==> src/rtl/prg_loader.sv <==
`default_nettype none
// ============================================================================
// Module   : prg_loader
// Purpose  : Streams ASCII Brainfuck source into the core's program memory.
//            Commands are encoded to 3-bit instructions, brackets are checked
//            for balance and nesting depth, unused locations are padded with
//            NOP, and o_core_run is raised once a valid image is in place.
// Revision : 1.0 - initial release
// ============================================================================
module prg_loader #(
  parameter int PRGMEM_ADDR_WIDTH = 8,
  parameter int STACK_ADDR_WIDTH  = 4
) (
  input  logic                         i_clock,
  input  logic                         i_reset_n,
  input  logic                         i_valid,
  input  logic [7:0]                   i_char,
  output logic                         o_ready,
  input  logic                         i_start,
  output logic                         o_prgmem_in,
  output logic [PRGMEM_ADDR_WIDTH-1:0] o_prgmem_addr,
  output logic [2:0]                   o_prgmem_data,
  output logic [PRGMEM_ADDR_WIDTH:0]   o_length,
  output logic                         o_core_run,
  output logic                         o_error,
  output logic [1:0]                   o_err_code
);

  localparam logic [1:0] c_st_load  = 2'd0;
  localparam logic [1:0] c_st_pad   = 2'd1;
  localparam logic [1:0] c_st_done  = 2'd2;
  localparam logic [1:0] c_st_error = 2'd3;

  localparam logic [1:0] c_err_unbal = 2'b01;
  localparam logic [1:0] c_err_deep  = 2'b10;
  localparam logic [1:0] c_err_long  = 2'b11;

  // Count and pad pointer carry one extra bit so that "memory full" (2^W)
  // is representable.
  localparam logic [PRGMEM_ADDR_WIDTH:0]  c_capacity  = {1'b1, {PRGMEM_ADDR_WIDTH{1'b0}}};
  localparam logic [PRGMEM_ADDR_WIDTH:0]  c_count_one = {{PRGMEM_ADDR_WIDTH{1'b0}}, 1'b1};
  localparam logic [STACK_ADDR_WIDTH-1:0] c_max_depth = {STACK_ADDR_WIDTH{1'b1}};
  localparam logic [STACK_ADDR_WIDTH-1:0] c_depth_one = {{(STACK_ADDR_WIDTH-1){1'b0}}, 1'b1};

  logic [1:0]                   r_state;
  logic [1:0]                   w_state_next;
  logic [PRGMEM_ADDR_WIDTH:0]   r_count;
  logic [PRGMEM_ADDR_WIDTH:0]   w_count_next;
  logic [PRGMEM_ADDR_WIDTH:0]   r_pad_addr;
  logic [PRGMEM_ADDR_WIDTH:0]   w_pad_addr_next;
  logic [STACK_ADDR_WIDTH-1:0]  r_depth;
  logic [STACK_ADDR_WIDTH-1:0]  w_depth_next;
  logic [1:0]                   r_err_code;
  logic [1:0]                   w_err_code_next;
  logic                         r_wr_en;
  logic                         w_wr_en;
  logic [PRGMEM_ADDR_WIDTH-1:0] r_wr_addr;
  logic [PRGMEM_ADDR_WIDTH-1:0] w_wr_addr;
  logic [2:0]                   r_wr_data;
  logic [2:0]                   w_wr_data;

  logic       w_accept;
  logic       w_is_cmd;
  logic       w_is_open;
  logic       w_is_close;
  logic       w_is_term;
  logic [2:0] w_code;
  logic       w_err_long;
  logic       w_err_deep;
  logic       w_err_close;
  logic       w_err_term;
  logic       w_cmd_ok;
  logic       w_term_ok;
  logic       w_restart;

  assign o_ready  = (r_state == c_st_load);
  assign w_accept = i_valid && o_ready;

  // Decode the incoming byte into an instruction code; anything unknown is a comment.
  always_comb begin
    w_code   = 3'b000;
    w_is_cmd = 1'b1;
    case (i_char)
      8'h2B:   w_code = 3'b010;  // '+'
      8'h2D:   w_code = 3'b011;  // '-'
      8'h3E:   w_code = 3'b100;  // '>'
      8'h3C:   w_code = 3'b101;  // '<'
      8'h5B:   w_code = 3'b110;  // '['
      8'h5D:   w_code = 3'b111;  // ']'
      default: w_is_cmd = 1'b0;
    endcase
  end

  assign w_is_open  = (i_char == 8'h5B);
  assign w_is_close = (i_char == 8'h5D);
  assign w_is_term  = (i_char == 8'h00);

  // Length overflow takes precedence over bracket faults on the same byte.
  assign w_err_long  = w_accept && w_is_cmd && (r_count == c_capacity);
  assign w_err_deep  = w_accept && w_is_open && (r_depth == c_max_depth) && !w_err_long;
  assign w_err_close = w_accept && w_is_close && (r_depth == '0) && !w_err_long;
  assign w_err_term  = w_accept && w_is_term && (r_depth != '0);
  assign w_cmd_ok    = w_accept && w_is_cmd && !w_err_long && !w_err_deep && !w_err_close;
  assign w_term_ok   = w_accept && w_is_term && (r_depth == '0);
  assign w_restart   = i_start && ((r_state == c_st_done) || (r_state == c_st_error));

  // State, bookkeeping and registered write port.
  always_ff @(posedge i_clock or negedge i_reset_n) begin
    if (!i_reset_n) begin
      r_state    <= c_st_load;
      r_count    <= '0;
      r_pad_addr <= '0;
      r_depth    <= '0;
      r_err_code <= 2'b00;
      r_wr_en    <= 1'b0;
      r_wr_addr  <= '0;
      r_wr_data  <= 3'b000;
    end else begin
      r_state    <= w_state_next;
      r_count    <= w_count_next;
      r_pad_addr <= w_pad_addr_next;
      r_depth    <= w_depth_next;
      r_err_code <= w_err_code_next;
      r_wr_en    <= w_wr_en;
      r_wr_addr  <= w_wr_addr;
      r_wr_data  <= w_wr_data;
    end
  end

  // Next state and latched error code.
  always_comb begin
    w_state_next    = r_state;
    w_err_code_next = r_err_code;
    case (r_state)
      c_st_load: begin
        if (w_err_long) begin
          w_state_next    = c_st_error;
          w_err_code_next = c_err_long;
        end else if (w_err_deep) begin
          w_state_next    = c_st_error;
          w_err_code_next = c_err_deep;
        end else if (w_err_close || w_err_term) begin
          w_state_next    = c_st_error;
          w_err_code_next = c_err_unbal;
        end else if (w_term_ok) begin
          // A full image needs no padding.
          w_state_next = (r_count == c_capacity) ? c_st_done : c_st_pad;
        end
      end
      c_st_pad: begin
        // DONE follows the cycle after the last pad write has been issued.
        if (r_pad_addr == c_capacity) begin
          w_state_next = c_st_done;
        end
      end
      c_st_done, c_st_error: begin
        if (w_restart) begin
          w_state_next    = c_st_load;
          w_err_code_next = 2'b00;
        end
      end
      default: w_state_next = c_st_load;
    endcase
  end

  // Write requests, counters and depth; the first pad write is issued on the
  // same edge that accepts the terminator.
  always_comb begin
    w_wr_en         = 1'b0;
    w_wr_addr       = r_count[PRGMEM_ADDR_WIDTH-1:0];
    w_wr_data       = 3'b000;
    w_count_next    = r_count;
    w_pad_addr_next = r_pad_addr;
    w_depth_next    = r_depth;
    case (r_state)
      c_st_load: begin
        if (w_cmd_ok) begin
          w_wr_en      = 1'b1;
          w_wr_data    = w_code;
          w_count_next = r_count + c_count_one;
          if (w_is_open) begin
            w_depth_next = r_depth + c_depth_one;
          end else if (w_is_close) begin
            w_depth_next = r_depth - c_depth_one;
          end
        end else if (w_term_ok && (r_count != c_capacity)) begin
          w_wr_en         = 1'b1;
          w_pad_addr_next = r_count + c_count_one;
        end
      end
      c_st_pad: begin
        if (r_pad_addr != c_capacity) begin
          w_wr_en         = 1'b1;
          w_wr_addr       = r_pad_addr[PRGMEM_ADDR_WIDTH-1:0];
          w_pad_addr_next = r_pad_addr + c_count_one;
        end
      end
      default: begin
        if (w_restart) begin
          w_count_next    = '0;
          w_depth_next    = '0;
          w_pad_addr_next = '0;
        end
      end
    endcase
  end

  assign o_prgmem_in   = r_wr_en;
  assign o_prgmem_addr = r_wr_addr;
  assign o_prgmem_data = r_wr_data;
  assign o_length      = r_count;
  assign o_core_run    = (r_state == c_st_done);
  assign o_error       = (r_state == c_st_error);
  assign o_err_code    = r_err_code;

endmodule
`default_nettype wire
==> config.mk <==
export PLATFORM = sky130hd
export DESIGN_NAME = prg_loader
export DESIGN_NICKNAME = d
export VERILOG_FILES = /design/src/rtl/prg_loader.sv
export SDC_FILE = /design/constraint.sdc
export NUM_CORES = 1
export LEC_CHECK = 0
export CORE_UTILIZATION = 58
export DETAILED_ROUTE_END_ITERATION = 10
export PLACE_DENSITY = 0.86
export SYNTH_ARGS = -nofsm -noshare
export SYNTH_HDL_FRONTEND = slang
export SYNTH_SLANG_ARGS = --single-unit
==> constraint.sdc <==
create_clock -name i_clock -period 7 [get_ports i_clock]
set_clock_uncertainty 0.2 [all_clocks]
set_input_delay 2.1 -clock i_clock [delete_from_list [all_inputs] [get_ports i_clock]]
set_output_delay 2.1 -clock i_clock [all_outputs]
set_load 0.02 [all_outputs]
==> impl_metrics.yaml <==
synth:
  synth.area.top_cells: "dfrtp_1, mux2_2, o21ai_0, ha_1, nor2_1"
  synth_nets: 265
  synth_area_leader_cell: "dfrtp_1"
  ys_seq_area_share_pct: 40.71
  synth_edf_count: 0
  syn-cell-area_um2: 2336
  yosysWarnings: 0
  synth_cell_types: 55
  ys.flop_type: "dfrtp_1"
  syn_avg_cell_area_um2: 9.496
  synth_common_cells: "dfrtp_1, nor2_1, o21ai_0, mux2_2, nand2_1"
  netlist.area_leader.share_pct: 40.71
  async_flop_share_pct: 100.0
  synth_cells: 246
  yosysMostFrequentCell: "dfrtp_1"
  synth_seq_cells: 38
route:
  ant_nets: 0
  vias: 2063
  dr.pass1.iters: 5
  routed_wl_mm: 5.495
  drt_iter0_drc: 154
  avgRoutedWirePerCell_um: 16.65
  viasPerCell: 6.252
  route.detailed.drc: 0
critical_path:
  slowest_stage: "clkdlybuf4s50_1"
  path_cells: "or2_2, inv_1, clkdlybuf4s50_1"
  crit_type: "flip-flop to output port"
  cp-end-kind: "output port"
  cp.required_ps: 4700
  slowest_delay_ps: 660
  critPathTopFamily: "buffers and inverters"
  startpoint_type: "flip-flop"
  cp.arrival_ps: 2240
  worst-path-max-fanout: 15
  path_buf_inv: 2
timing:
  finalHoldViolCount: 0
  rsz0062_at_grt: "no"
  layout_setup_ws_ps: 2463
  layout_min_cycle_time_ps: 4537
  finalCritPeriodShare_pct: 64.81
  slew_headroom_pct: 44.03
  fin_setup_tns_ps: 0
  finalSetupViolations: 0
  drv_slew: 0
  tightest_slew_ps: 839.6
  fmax_mhz: 220.4
cells_and_area:
  antenna_cells: 0
  area_growth_pct: 20.67
  register_area_um2: 950.9
  multi_input_area_um2: 1306
  num-fill-cells: 274
  fin_util_pct: 74.75
  nets: 300
  finalNonFillerCells: 330
  layout-drive-gt1-share_pct: 12.41
worst_hold_path:
  hold_path.class: "flip-flop to flip-flop"
global_route:
  grt_start_max_net_pins: 39
  grt_pass1_vias: 1961
  antenna_found_initial: 0
  overflow: 0
  grt_pass1_wl_mm: 9.459
  grt_usage_pct: 29.07
clock_tree:
  cts_made_buffers: 5
  cts_hold_buf: 0
  post_cts_buffers: 0
  cts_sinks: 38
  clk_latency_ps: 280
  clk_pin_slew_worst_paths_ps: 70
  cts_resized: 0
  cts_tree: "yes"
  cts_root_buf: "clkbuf_8"
  clk_path_buf_depth: 2
  h-tree-depth: 2
placed_design:
  portBuffers: 37
  hpwl_mm: 4.015
  dp_slack_ps: 2260
  gp_congestion: 0.9003
  dp.cells: 322
job:
  maxCapViolCount: 0
status:
  outcome: "completed"
floorplanning:
  die-area_um2: 4286
  fp.dieH_um: 65.47
  start_util_pct: 61.94
  die_w_um: 65.47
  io_pins: 38
  core_um2: 3771
  rows: 22
power_and_ir_drop:
  peakVddDrop_mv: 0.1451
  p_leak_nw: 1.121
  power_w: 0.0007808
  p_per_area_nw_per_um2: 277.0
[flip-flops by register name (all words and copies together) (netlist names)]
| signal | flops |
|---|---|
| o_err_code | 2 |
| o_length | 9 |
| o_prgmem_addr | 8 |
| o_prgmem_data | 3 |
| o_prgmem_in | 1 |
| r_depth | 4 |
| r_pad_addr | 9 |
| r_state | 2 |
[final cells by class]
class / count / share of cell area (%)
clock inverter: 1 / 0.1775
clock buffer: 7 / 3.063
inverter: 10 / 1.332
timing repair buffer: 38 / 13.23
multi-input combinational: 188 / 46.34
tap: 48 / 2.130
sequential: 38 / 33.73
[per-layer routing]
layer / share of wire [%] / GRT usage [%]
met5: 0 / 0
met4: 0.86 / 6.250
met3: 6.1 / 4.688
met2: 46 / 46.91
met1: 47 / 41.18
[worst register-to-register path: stages, from the launching register on]
cell,delay (ps)
dfrtp_1,550
nor3b_2,610
nand4_1,230
o2111ai_1,440
o21ai_2,120
mux2_2,290
[cell usage in the layout (no fill, tap or decap), types with 2 or more instances in the layout]
cell type        netlist  final
nor3_1                 5      5
inv_1                 10     10
xnor2_1                4      4
nand2b_1               2      2
and4_1                 2      2
clkdlybuf4s50_1        0     36
dfrtp_1               38     38
xor2_1                 2      2
a41oi_1                2      2
o21ai_2                4      4
nor4_1                 6      6
o22ai_1                3      3
ha_1                   6      6
o31ai_1                6      6
and2_1                 4      4
a31oi_1                4      4
mux2_2                15     15
a21o_1                 2      2
or3_1                  5      5
nor2b_1                5      5
a22oi_1                2      2
o21ai_0               17     17
nand2_1               15     15
nand3_1                8      8
nor2_1                20     20
clkbuf_8               0      6
o211ai_1               3      3
a21oi_1               13     13
a2bb2oi_1              2      2
nand4_1                7      7
[stage by stage]
stage	hold WS (ps)	area, um^2
after detailed placement	330.5	2728
after global routing	363.5	2819
after floorplan	289.8	2336
after global placement	312.4	2728
final	342.0	2819
after CTS	345.8	2819
[path summary, 6_finish.rpt]
path | start | endpoint | slack, ps | depth (start not counted)
setup / recovery | r_state[1]$_DFFE_PN0P_ | o_ready | 2460 | 3
hold / removal | o_err_code[1]$_DFFE_PN0P_ | o_err_code[1]$_DFFE_PN0P_ | 340 | 1
setup reg to reg | r_state[1]$_DFFE_PN0P_ | r_depth[0]$_DFFE_PN0P_ | 4460 | 5
hold reg to reg | o_err_code[1]$_DFFE_PN0P_ | o_err_code[1]$_DFFE_PN0P_ | 340 | 1
max in group asynchronous | i_reset_n | o_length[6]$_DFFE_PN0P_ | 4360 | 1
min in group asynchronous | i_reset_n | r_pad_addr[1]$_DFFE_PN0P_ | 1710 | 1
[power by group]
group          switching [W]  internal, W
sequential         0.0000443     0.000251
clock              0.0000727    0.0000794
combinational       0.000195     0.000138
[cell families after synthesis]
group / share of synthesized area [%]
AO/OA/AOI/OAI: 20.89
buffers and inverters: 3.375
adder cells (fa/ha/maj): 4.071
flip-flops: 40.71
XOR/XNOR: 2.250
multiplexers: 7.659
AND/OR/NAND/NOR: 21.05
No activity file was read; power rests on OpenSTA's default activity.
